File: config.mk
export PLATFORM = sky130hd
export DESIGN_NAME = sram_bus_arbiter_flat
export DESIGN_NICKNAME = d
export VERILOG_FILES = /design/src/rtl/sram_bus_arbiter_pkg.sv /design/src/rtl/sram_bus_arbiter_if.sv /design/src/rtl/sram_bus_arbiter_owner_fifo.sv /design/src/rtl/sram_bus_arbiter.sv /design/src/flat_wrapper.sv
export SDC_FILE = /design/constraint.sdc
export NUM_CORES = 1
export LEC_CHECK = 0
export BUFFER_PORTS_ARGS = -buffer_cell sky130_fd_sc_hd__buf_2
export CAP_MARGIN = 0
export CORE_AREA = 2 2 123 125
export CTS_CLUSTER_DIAMETER = 120
export DETAILED_ROUTE_END_ITERATION = 7
export DIE_AREA = 0 0 125 127
export HOLD_SLACK_MARGIN = 0.1
export SYNTH_ARGS = -nofsm -noshare
export SYNTH_HDL_FRONTEND = slang
export SYNTH_SLANG_ARGS = --single-unit
export TNS_END_PERCENT = 50
File: constraint.sdc
create_clock -name clk -period 1.7 [get_ports clk]
set_input_delay 0.17 -clock clk [delete_from_list [all_inputs] [get_ports clk]]
set_output_delay 0.17 -clock clk [all_outputs]
set_load 0.02 [all_outputs]
File: src/rtl/sram_bus_arbiter_pkg.sv
// Shared encodings for the SRAM bus arbiter: owner tags, transfer sizes and grant states.
package sram_bus_arbiter_pkg;

    typedef logic       owner_t;
    typedef logic [1:0] size_t;

    localparam owner_t OWN_INST = 1'b0;
    localparam owner_t OWN_DATA = 1'b1;

    localparam size_t SZ_BYTE = 2'd0;
    localparam size_t SZ_HALF = 2'd1;
    localparam size_t SZ_WORD = 2'd2;

    localparam logic [1:0] ST_IDLE  = 2'd0;
    localparam logic [1:0] ST_GNT_D = 2'd1;
    localparam logic [1:0] ST_GNT_I = 2'd2;

endpackage

File: src/rtl/sram_bus_arbiter_if.sv
// Split-transaction SRAM-like bus: req/addr_ok request phase, data_ok response phase.
interface sram_bus_arbiter_if
    import sram_bus_arbiter_pkg::*;
#(
    parameter int unsigned AW = 32,
    parameter int unsigned DW = 32
);
    logic            req;
    logic            wr;
    size_t           size;
    logic [AW-1:0]   addr;
    logic [DW/8-1:0] wstrb;
    logic [DW-1:0]   wdata;
    logic            addr_ok;
    logic            data_ok;
    logic [DW-1:0]   rdata;

    modport master (
        output req, wr, size, addr, wstrb, wdata,
        input  addr_ok, data_ok, rdata
    );

    modport slave (
        input  req, wr, size, addr, wstrb, wdata,
        output addr_ok, data_ok, rdata
    );

endinterface

File: src/rtl/sram_bus_arbiter_owner_fifo.sv
// 1-bit-wide FIFO recording which master owns each outstanding memory transaction.
module sram_bus_arbiter_owner_fifo
    import sram_bus_arbiter_pkg::*;
#(
    parameter int unsigned MAX_OUT = 2,
    localparam int unsigned PW = (MAX_OUT > 1) ? $clog2(MAX_OUT) : 1,
    localparam int unsigned CW = $clog2(MAX_OUT + 1)
) (
    input  logic          clk,
    input  logic          reset,
    input  logic          push,
    input  owner_t        push_owner,
    input  logic          pop,
    output owner_t        head,
    output logic          full,
    output logic          empty,
    output logic [CW-1:0] count
);

    logic [MAX_OUT-1:0] mem_q, mem_d;
    logic [PW-1:0]      wr_ptr_q, wr_ptr_d;
    logic [PW-1:0]      rd_ptr_q, rd_ptr_d;
    logic [CW-1:0]      count_q, count_d;
    logic               do_push, do_pop;

    assign full    = (count_q == CW'(MAX_OUT));
    assign empty   = (count_q == '0);
    assign do_pop  = pop & ~empty;
    // A push at full is only safe when the head slot is freed in the same cycle.
    assign do_push = push & (~full | do_pop);

    always_comb begin
        mem_d    = mem_q;
        wr_ptr_d = wr_ptr_q;
        rd_ptr_d = rd_ptr_q;
        count_d  = count_q;
        if (do_push) begin
            mem_d[wr_ptr_q] = push_owner;
            wr_ptr_d = (wr_ptr_q == PW'(MAX_OUT - 1)) ? '0 : wr_ptr_q + PW'(1);
        end
        if (do_pop) begin
            rd_ptr_d = (rd_ptr_q == PW'(MAX_OUT - 1)) ? '0 : rd_ptr_q + PW'(1);
        end
        case ({do_push, do_pop})
            2'b10:   count_d = count_q + CW'(1);
            2'b01:   count_d = count_q - CW'(1);
            default: count_d = count_q;
        endcase
    end

    always_ff @(posedge clk) begin
        if (reset) begin
            mem_q    <= '0;
            wr_ptr_q <= '0;
            rd_ptr_q <= '0;
            count_q  <= '0;
        end else begin
            mem_q    <= mem_d;
            wr_ptr_q <= wr_ptr_d;
            rd_ptr_q <= rd_ptr_d;
            count_q  <= count_d;
        end
    end

    assign head  = mem_q[rd_ptr_q];
    assign count = count_q;

endmodule

File: src/rtl/sram_bus_arbiter.sv
// Shares one SRAM port between IF and MEM requesters; data has fixed priority and
// responses are steered back by an in-order owner FIFO.
module sram_bus_arbiter
    import sram_bus_arbiter_pkg::*;
#(
    parameter int unsigned MAX_OUT = 2,
    parameter int unsigned AW      = 32,
    parameter int unsigned DW      = 32
) (
    input  logic               clk,
    input  logic               reset,
    sram_bus_arbiter_if.slave  inst_bus,
    sram_bus_arbiter_if.slave  data_bus,
    sram_bus_arbiter_if.master mem_bus
);

    localparam int unsigned CW = $clog2(MAX_OUT + 1);

    logic [1:0]      state_q, state_d;
    logic            grant_d, grant_i;
    logic            accept, pop;
    owner_t          push_owner, fifo_head;
    logic            fifo_full, fifo_empty;
    logic [CW-1:0]   fifo_count;

    logic            sel_wr;
    size_t           sel_size;
    logic [AW-1:0]   sel_addr;
    logic [DW/8-1:0] sel_wstrb;
    logic [DW-1:0]   sel_wdata;

    // Arbitration only happens from IDLE, so every acceptance is followed by a bubble
    // and the full check uses the registered count, never the same-cycle pop.
    always_comb begin
        state_d = state_q;
        case (state_q)
            ST_IDLE: begin
                if (!fifo_full) begin
                    if (data_bus.req) begin
                        state_d = ST_GNT_D;
                    end else if (inst_bus.req) begin
                        state_d = ST_GNT_I;
                    end
                end
            end
            ST_GNT_D, ST_GNT_I: begin
                if (mem_bus.addr_ok) begin
                    state_d = ST_IDLE;
                end
            end
            default: state_d = ST_IDLE;
        endcase
    end

    always_ff @(posedge clk) begin
        if (reset) begin
            state_q <= ST_IDLE;
        end else begin
            state_q <= state_d;
        end
    end

    always_comb begin
        grant_d = !reset && (state_q == ST_GNT_D);
        grant_i = !reset && (state_q == ST_GNT_I);
    end

    always_comb begin
        if (grant_i) begin
            sel_wr    = inst_bus.wr;
            sel_size  = inst_bus.size;
            sel_addr  = inst_bus.addr;
            sel_wstrb = inst_bus.wstrb;
            sel_wdata = inst_bus.wdata;
        end else begin
            sel_wr    = data_bus.wr;
            sel_size  = data_bus.size;
            sel_addr  = data_bus.addr;
            sel_wstrb = data_bus.wstrb;
            sel_wdata = data_bus.wdata;
        end
    end

    assign mem_bus.req   = grant_d | grant_i;
    assign mem_bus.wr    = sel_wr;
    assign mem_bus.size  = sel_size;
    assign mem_bus.addr  = sel_addr;
    assign mem_bus.wstrb = sel_wstrb;
    assign mem_bus.wdata = sel_wdata;

    assign accept           = mem_bus.req & mem_bus.addr_ok;
    assign data_bus.addr_ok = grant_d & mem_bus.addr_ok;
    assign inst_bus.addr_ok = grant_i & mem_bus.addr_ok;
    assign push_owner       = grant_d ? OWN_DATA : OWN_INST;

    // Responses with nothing outstanding (e.g. stale ones after a reset) are dropped.
    assign pop              = !reset && mem_bus.data_ok && !fifo_empty;
    assign data_bus.data_ok = pop && (fifo_head == OWN_DATA);
    assign inst_bus.data_ok = pop && (fifo_head == OWN_INST);
    assign data_bus.rdata   = mem_bus.rdata;
    assign inst_bus.rdata   = mem_bus.rdata;

    sram_bus_arbiter_owner_fifo #(
        .MAX_OUT (MAX_OUT)
    ) u_owner_fifo (
        .clk        (clk),
        .reset      (reset),
        .push       (accept),
        .push_owner (push_owner),
        .pop        (pop),
        .head       (fifo_head),
        .full       (fifo_full),
        .empty      (fifo_empty),
        .count      (fifo_count)
    );

    full_matches_count: assert property (@(posedge clk) disable iff (reset)
        fifo_full == (fifo_count == CW'(MAX_OUT)));

endmodule

File: src/flat_wrapper.sv
// flat-port wrapper written by rule: the top's interface ports become plain ports
module sram_bus_arbiter_flat import sram_bus_arbiter_pkg::*;
#(
    parameter int unsigned MAX_OUT = 2,
    parameter int unsigned AW      = 32,
    parameter int unsigned DW      = 32
)
  (clk, reset, inst_bus_req, inst_bus_wr, inst_bus_size, inst_bus_addr, inst_bus_wstrb, inst_bus_wdata, inst_bus_addr_ok, inst_bus_data_ok, inst_bus_rdata, data_bus_req, data_bus_wr, data_bus_size, data_bus_addr, data_bus_wstrb, data_bus_wdata, data_bus_addr_ok, data_bus_data_ok, data_bus_rdata, mem_bus_req, mem_bus_wr, mem_bus_size, mem_bus_addr, mem_bus_wstrb, mem_bus_wdata, mem_bus_addr_ok, mem_bus_data_ok, mem_bus_rdata);
  sram_bus_arbiter_if #(.AW(AW), .DW(DW)) inst_bus_i ();
  sram_bus_arbiter_if #(.AW(AW), .DW(DW)) data_bus_i ();
  sram_bus_arbiter_if #(.AW(AW), .DW(DW)) mem_bus_i ();
  input  logic clk;
  input  logic reset;
  input wire logic [$bits(inst_bus_i.req)-1:0] inst_bus_req;
  input wire logic [$bits(inst_bus_i.wr)-1:0] inst_bus_wr;
  input wire logic [$bits(inst_bus_i.size)-1:0] inst_bus_size;
  input wire logic [$bits(inst_bus_i.addr)-1:0] inst_bus_addr;
  input wire logic [$bits(inst_bus_i.wstrb)-1:0] inst_bus_wstrb;
  input wire logic [$bits(inst_bus_i.wdata)-1:0] inst_bus_wdata;
  output wire logic [$bits(inst_bus_i.addr_ok)-1:0] inst_bus_addr_ok;
  output wire logic [$bits(inst_bus_i.data_ok)-1:0] inst_bus_data_ok;
  output wire logic [$bits(inst_bus_i.rdata)-1:0] inst_bus_rdata;
  input wire logic [$bits(data_bus_i.req)-1:0] data_bus_req;
  input wire logic [$bits(data_bus_i.wr)-1:0] data_bus_wr;
  input wire logic [$bits(data_bus_i.size)-1:0] data_bus_size;
  input wire logic [$bits(data_bus_i.addr)-1:0] data_bus_addr;
  input wire logic [$bits(data_bus_i.wstrb)-1:0] data_bus_wstrb;
  input wire logic [$bits(data_bus_i.wdata)-1:0] data_bus_wdata;
  output wire logic [$bits(data_bus_i.addr_ok)-1:0] data_bus_addr_ok;
  output wire logic [$bits(data_bus_i.data_ok)-1:0] data_bus_data_ok;
  output wire logic [$bits(data_bus_i.rdata)-1:0] data_bus_rdata;
  output wire logic [$bits(mem_bus_i.req)-1:0] mem_bus_req;
  output wire logic [$bits(mem_bus_i.wr)-1:0] mem_bus_wr;
  output wire logic [$bits(mem_bus_i.size)-1:0] mem_bus_size;
  output wire logic [$bits(mem_bus_i.addr)-1:0] mem_bus_addr;
  output wire logic [$bits(mem_bus_i.wstrb)-1:0] mem_bus_wstrb;
  output wire logic [$bits(mem_bus_i.wdata)-1:0] mem_bus_wdata;
  input wire logic [$bits(mem_bus_i.addr_ok)-1:0] mem_bus_addr_ok;
  input wire logic [$bits(mem_bus_i.data_ok)-1:0] mem_bus_data_ok;
  input wire logic [$bits(mem_bus_i.rdata)-1:0] mem_bus_rdata;
  assign inst_bus_i.req = inst_bus_req;
  assign inst_bus_i.wr = inst_bus_wr;
  assign inst_bus_i.size = inst_bus_size;
  assign inst_bus_i.addr = inst_bus_addr;
  assign inst_bus_i.wstrb = inst_bus_wstrb;
  assign inst_bus_i.wdata = inst_bus_wdata;
  assign inst_bus_addr_ok = inst_bus_i.addr_ok;
  assign inst_bus_data_ok = inst_bus_i.data_ok;
  assign inst_bus_rdata = inst_bus_i.rdata;
  assign data_bus_i.req = data_bus_req;
  assign data_bus_i.wr = data_bus_wr;
  assign data_bus_i.size = data_bus_size;
  assign data_bus_i.addr = data_bus_addr;
  assign data_bus_i.wstrb = data_bus_wstrb;
  assign data_bus_i.wdata = data_bus_wdata;
  assign data_bus_addr_ok = data_bus_i.addr_ok;
  assign data_bus_data_ok = data_bus_i.data_ok;
  assign data_bus_rdata = data_bus_i.rdata;
  assign mem_bus_req = mem_bus_i.req;
  assign mem_bus_wr = mem_bus_i.wr;
  assign mem_bus_size = mem_bus_i.size;
  assign mem_bus_addr = mem_bus_i.addr;
  assign mem_bus_wstrb = mem_bus_i.wstrb;
  assign mem_bus_wdata = mem_bus_i.wdata;
  assign mem_bus_i.addr_ok = mem_bus_addr_ok;
  assign mem_bus_i.data_ok = mem_bus_data_ok;
  assign mem_bus_i.rdata = mem_bus_rdata;
  sram_bus_arbiter #(.MAX_OUT(MAX_OUT), .AW(AW), .DW(DW)) u_core (.clk(clk), .reset(reset), .inst_bus(inst_bus_i), .data_bus(data_bus_i), .mem_bus(mem_bus_i));
endmodule
**After elaboration in Yosys (flattened, before gate mapping)**

Cells that the tools add are included.

- Output and inout bits: 140
- Flip-flop bits (word level): 8
- Bits of input ports: 180
- Logic and storage cells: 63

- Mux-type cells: 19
- Magnitude comparators: 3
- Reductions and logical operators: 14
- Equality and inequality tests: 8
- $add $sub $neg: 4
- Bitwise operators: 10

Operator list:

| cell | number |
|---|---|
| $mux 32 | 2 |
| $mux 2 | 5 |
| $pmux 2 s2 | 2 |
| $logic_and 1x1->1 | 7 |
| $mux 1 | 7 |
| $eq 2x2->1 const B | 3 |
| $and 1x1->1 | 5 |
| $eq 2x1->1 const B | 2 |
| $logic_not 2->1 | 2 |
| $lt 1x2->1 const B | 2 |
| $mux 4 | 1 |
| $ne 2x2->1 const B | 2 |
| $ne 3x3->1 const B | 1 |
| $not 1->1 | 3 |
| $reduce_and 3->1 | 1 |
| $add 1x1->1 const B | 2 |
| $add 2x1->2 const B | 1 |
| $bwmux 2 | 1 |
| $logic_not 1->1 | 2 |
| $or 1x1->1 | 2 |
| $reduce_bool 2->1 | 1 |
| $reduce_or 2->1 | 1 |
| $sub 2x1->2 const B | 1 |
| $demux 1 s1 | 1 |
| $ge 1x1->1 const B | 1 |

**Longest topological paths before layout**

- Depth after elaboration: 8
- Depth in mapped cells: 6
- Mapped depth without buffers: 6

**Hierarchy**

Synthesis repeated with hierarchy kept, for this count alone.

- Cells, all modules: 200
- Area, all modules: 2150.8 um^2

By module, submodules not included:

| module | times used | cells each | seq. area each (um^2) | area an instance (um^2) |
|---|---|---|---|---|
| sram_bus_arbiter | 1 | 170 | 40.0 | 1848.0 |
| sram_bus_arbiter_owner_fifo | 1 | 30 | 120.1 | 302.8 |

**Worst setup path after synthesis**

No wires, ideal clock.

- Kind: reg2out
- Start: reg u_core.state_q[0]
- End: out mem_bus_addr[0]
- Buffers on the path: 2
- Path slack: 146 ps
- Arrival: 1384 ps
- Data required time: 1530 ps
- Cell stages (with the launch flop): 7
- Path through: dfxtp_1 > inv_1 > ha_1 > nand2b_1 > buf_2 > buf_4 > mux2_2

- Cells in the longest elaborated chain, start to end: 3

RTL lines:

| what | RTL line | source |
|---|---|---|
| start, declared | sram_bus_arbiter.sv:19 | `logic [1:0] state_q, state_d;` |
| start signal, assigned | sram_bus_arbiter.sv:59 | `state_q <= state_d;` |
| $eq 2x2->1 | sram_bus_arbiter.sv:65 | `grant_i = !reset && (state_q == ST_GNT_I);` |
| $logic_and 1x1->1 | sram_bus_arbiter.sv:65 |  |
| $mux 32 | sram_bus_arbiter.sv:69 | `if (grant_i) begin` |
| end, declared | flat_wrapper.sv:35 | `output wire logic [$bits(mem_bus_i.addr)-1:0] mem_bus_addr;` |

No other way between the ends.

**Final worst setup path**

- Start: reg u_core.state_q[0]
- End: out mem_bus_addr[7]

Same word-level chain as after synthesis.

==> results by group <==
Run status
  • Status: finished, violations left
  • Violated checks: negative setup slack

Worst setup path
  • Setup crit end kind: primary output
  • CP Launch Type: flip-flop
  • Critical path class: flip-flop to primary output
  • WP data required: 1.53 ns
  • CP max FO: 4
  • Arr. time, crit path: 1.69 ns

Layout
  • Most common cell after layout, fill and taps aside: buf_2
  • Most frequent cells in the layout: buf_2, buf_6, mux2_4
  • Fin area: 3640 um2
  • Number of fill cells: 1560
  • Post-layout net count: 567
  • Share of layout cells above drive strength 1: 0.872
  • Post-layout util: 0.253
  • Area Growth Syn to Fin: 95.5%

Power
  • PwrDens: 526 nW/um2
  • Pleak: 0.00198 uW
  • Sw Ratio: 0.365
  • Combinational Power Share: 0.680
  • Internal: 1220 uW
  • Worst vdd ir: 0.000432 V
  • Sequential share of power: 0.112
  • NetSw: 699 uW
  • Power share of the clock group: 0.208

Drt
  • Initial drt markers: 77
  • Drt total wl: 11000 um
  • Pre-antenna DRT Iters: 4
  • Per-cell routed wire length: 19.3 um
  • Via Count: 2164
  • DRC errors left: 0
  • Antenna Violating Nets Remaining: 0
  • Drt via density: 3.80

Global route
  • Largest net degree at the start of global routing: 16
  • First-pass GRT wire length: 14600 um
  • GR Util All Layers: 0.123
  • GRT overflow: 0
  • Vias in the first global route: 2229
  • Antenna violations before repair: 3

STA
  • Worst slew pin tran: 0.296 ns
  • Relative slew slack: 0.802
  • Unrepaired setup endpoints after global routing: yes
  • Max Slew Vio Count: 0
  • Period utilization: 1.10
  • Hold Fails Final Rpt: 0
  • Clock period minus worst slack: 1.86 ns
  • Final WS setup: -0.162 ns
  • Clock Skew: 0.00260 ns
  • F_max: 0.537 GHz
  • Number of setup violations in the final report: 71

Run
  • Max Cap Viol: 0

Clock network
  • Clk pin slew, worst setup/hold paths: 0.04 ns
  • CTS HTree Levels: 1
  • Max clock buf depth: 2
  • Clock sink count: 8
  • Skew-Pair Late Insertion Delay: 0.23 ns
  • CTS tree: yes
  • Cts bufs inserted: 3
  • Root Driver: clkbuf_16
  • CTS Hold Bufs: 0

Placement
  • Detail Placement HPWL: 8640 um
  • Post-DP Area: 2760 um2
  • IO buf count: 223
  • GPL Wtd Cong: 0.794

Yosys
  • Primary FF master, synth: dfxtp_1
  • Synth warn: 0
  • Yosys cell types: 31
  • Post-synthesis async set-or-reset flop share: 0
  • Post-synth EDFFs: 0
  • Cells after Synth: 204
  • Post-Syn Nets: 387
  • FF+latch count, synth: 8
  • Mapped Avg Cell Area: 9.13 um2
  • Mapped Area: 1860 um2
  • Register area share after synthesis: 0.0860

Floorplan
  • Initial Util: 0.129
  • Die Y: 127 um
  • # rows: 44
  • Chip Width: 125 um
  • Full die area: 15900 um2
  • Core region area: 14400 um2
  • I/O pins: 320

Worst hold path
  • Hold Path Class: primary input to flip-flop
logic make-up after synthesis:
| group | synth area share |
|---|---|
| multiplexers | 0.445 |
| XOR/XNOR | 0.00940 |
| flip-flops | 0.0860 |
| buffers and inverters | 0.299 |
| AO/OA/AOI/OAI | 0.0672 |
| AND/OR/NAND/NOR | 0.0732 |
| adder cells (fa/ha/maj) | 0.0201 |
registers in the layout, indices dropped and copies added (netlist names):
| register | count |
|---|---|
| u_core.u_owner_fifo.rd_ptr_q | 1 |
| u_core.state_q | 2 |
| u_core.u_owner_fifo.wr_ptr_q | 1 |
| u_core.u_owner_fifo.count | 2 |
| u_core.u_owner_fifo.mem_q | 2 |
synth_stat cells, types with 2 or more instances:
cell      count  area share
mux2i_1       3       0.016
a21oi_1       2      0.0054
nand2_1       4      0.0081
buf_4        71        0.29
o21ai_0       4       0.011
dfxtp_1       8       0.086
nand2b_1      2      0.0067
nor2_1        9       0.018
inv_1         4      0.0081
nor3_1        3      0.0081
mux2_2       71        0.43
ha_1          3       0.020
a211o_1       2      0.0094
final cells by class:
cell class | count | area [um2] | share of cell area
repair buffers | 248 | 1800 | 0.494
flip-flops and latches | 8 | 163 | 0.0447
clock buffers | 3 | 75.1 | 0.0206
diodes | 3 | 7.51 | 0.00206
multi-input cells | 119 | 1350 | 0.371
well taps | 184 | 230 | 0.0632
inverters | 4 | 15.0 | 0.00412
per-layer routing:
layer	global-route usage	vias up	wire length [um]
met5	0	-	0
met3	0.0473	12	1210
met1	0.162	978	4680
li1	-	1007	-
met2	0.183	167	4840
met4	0.0425	0	268
worst max-delay path: stages (launching register included):
cell      delay, ns
dfxtp_2        0.31
inv_2          0.07
ha_4           0.15
nand2b_4       0.09
buf_12         0.14
buf_12         0.12
buf_16         0.13
mux2_4         0.31
buf_6          0.14
per-stage QoR:
stage                     setup WS (ns)  std cells  hold slack [ns]  TNS, ns  total power, uW
after CTS                        -0.207        565            0.223    -9.89             1890
after floorplan                   0.146        204            0.337        0              953
after global placement          -0.0250        546            0.340   -0.157             1150
final                            -0.162        569            0.219    -7.47             1920
after detailed placement        -0.0191        546            0.340  -0.0760             1150
after global routing             -0.207        569            0.243   -11.55             2000
final timing paths:
kind | start | end | slack [ns] | cells past startpoint
max | u_core.state_q[0] | mem_bus_addr[7] | -0.16 | 8
min reg2reg | u_core.u_owner_fifo.mem_q[0] | u_core.u_owner_fifo.mem_q[0] | 0.50 | 2
max reg2reg | u_core.state_q[0] | u_core.u_owner_fifo.count[0] | 0.12 | 9
min | reset | u_core.u_owner_fifo.mem_q[1] | 0.22 | 2
power groups by stage:
stage,combinational (uW),clock [uW],sequential [uW]
after floorplan,741,0,212
after global routing,1370,413,216
after global placement,938,0,214
after CTS,1260,410,215
final,1300,399,214
after detailed placement,937,0,214
timing repair:
| action | 4_1_cts | 5_1_grt |
|---|---|---|
| endpoints found under the setup margin | 72 | 72 |
| pin swaps | 1 | 3 |
| gates resized for setup | 130 | 32 |
| hold endpoints to repair | 0 | 0 |
| setup buffers | 10 | 3 |
| cloned | 6 | 2 |
(Power assumes the default switching activity.)
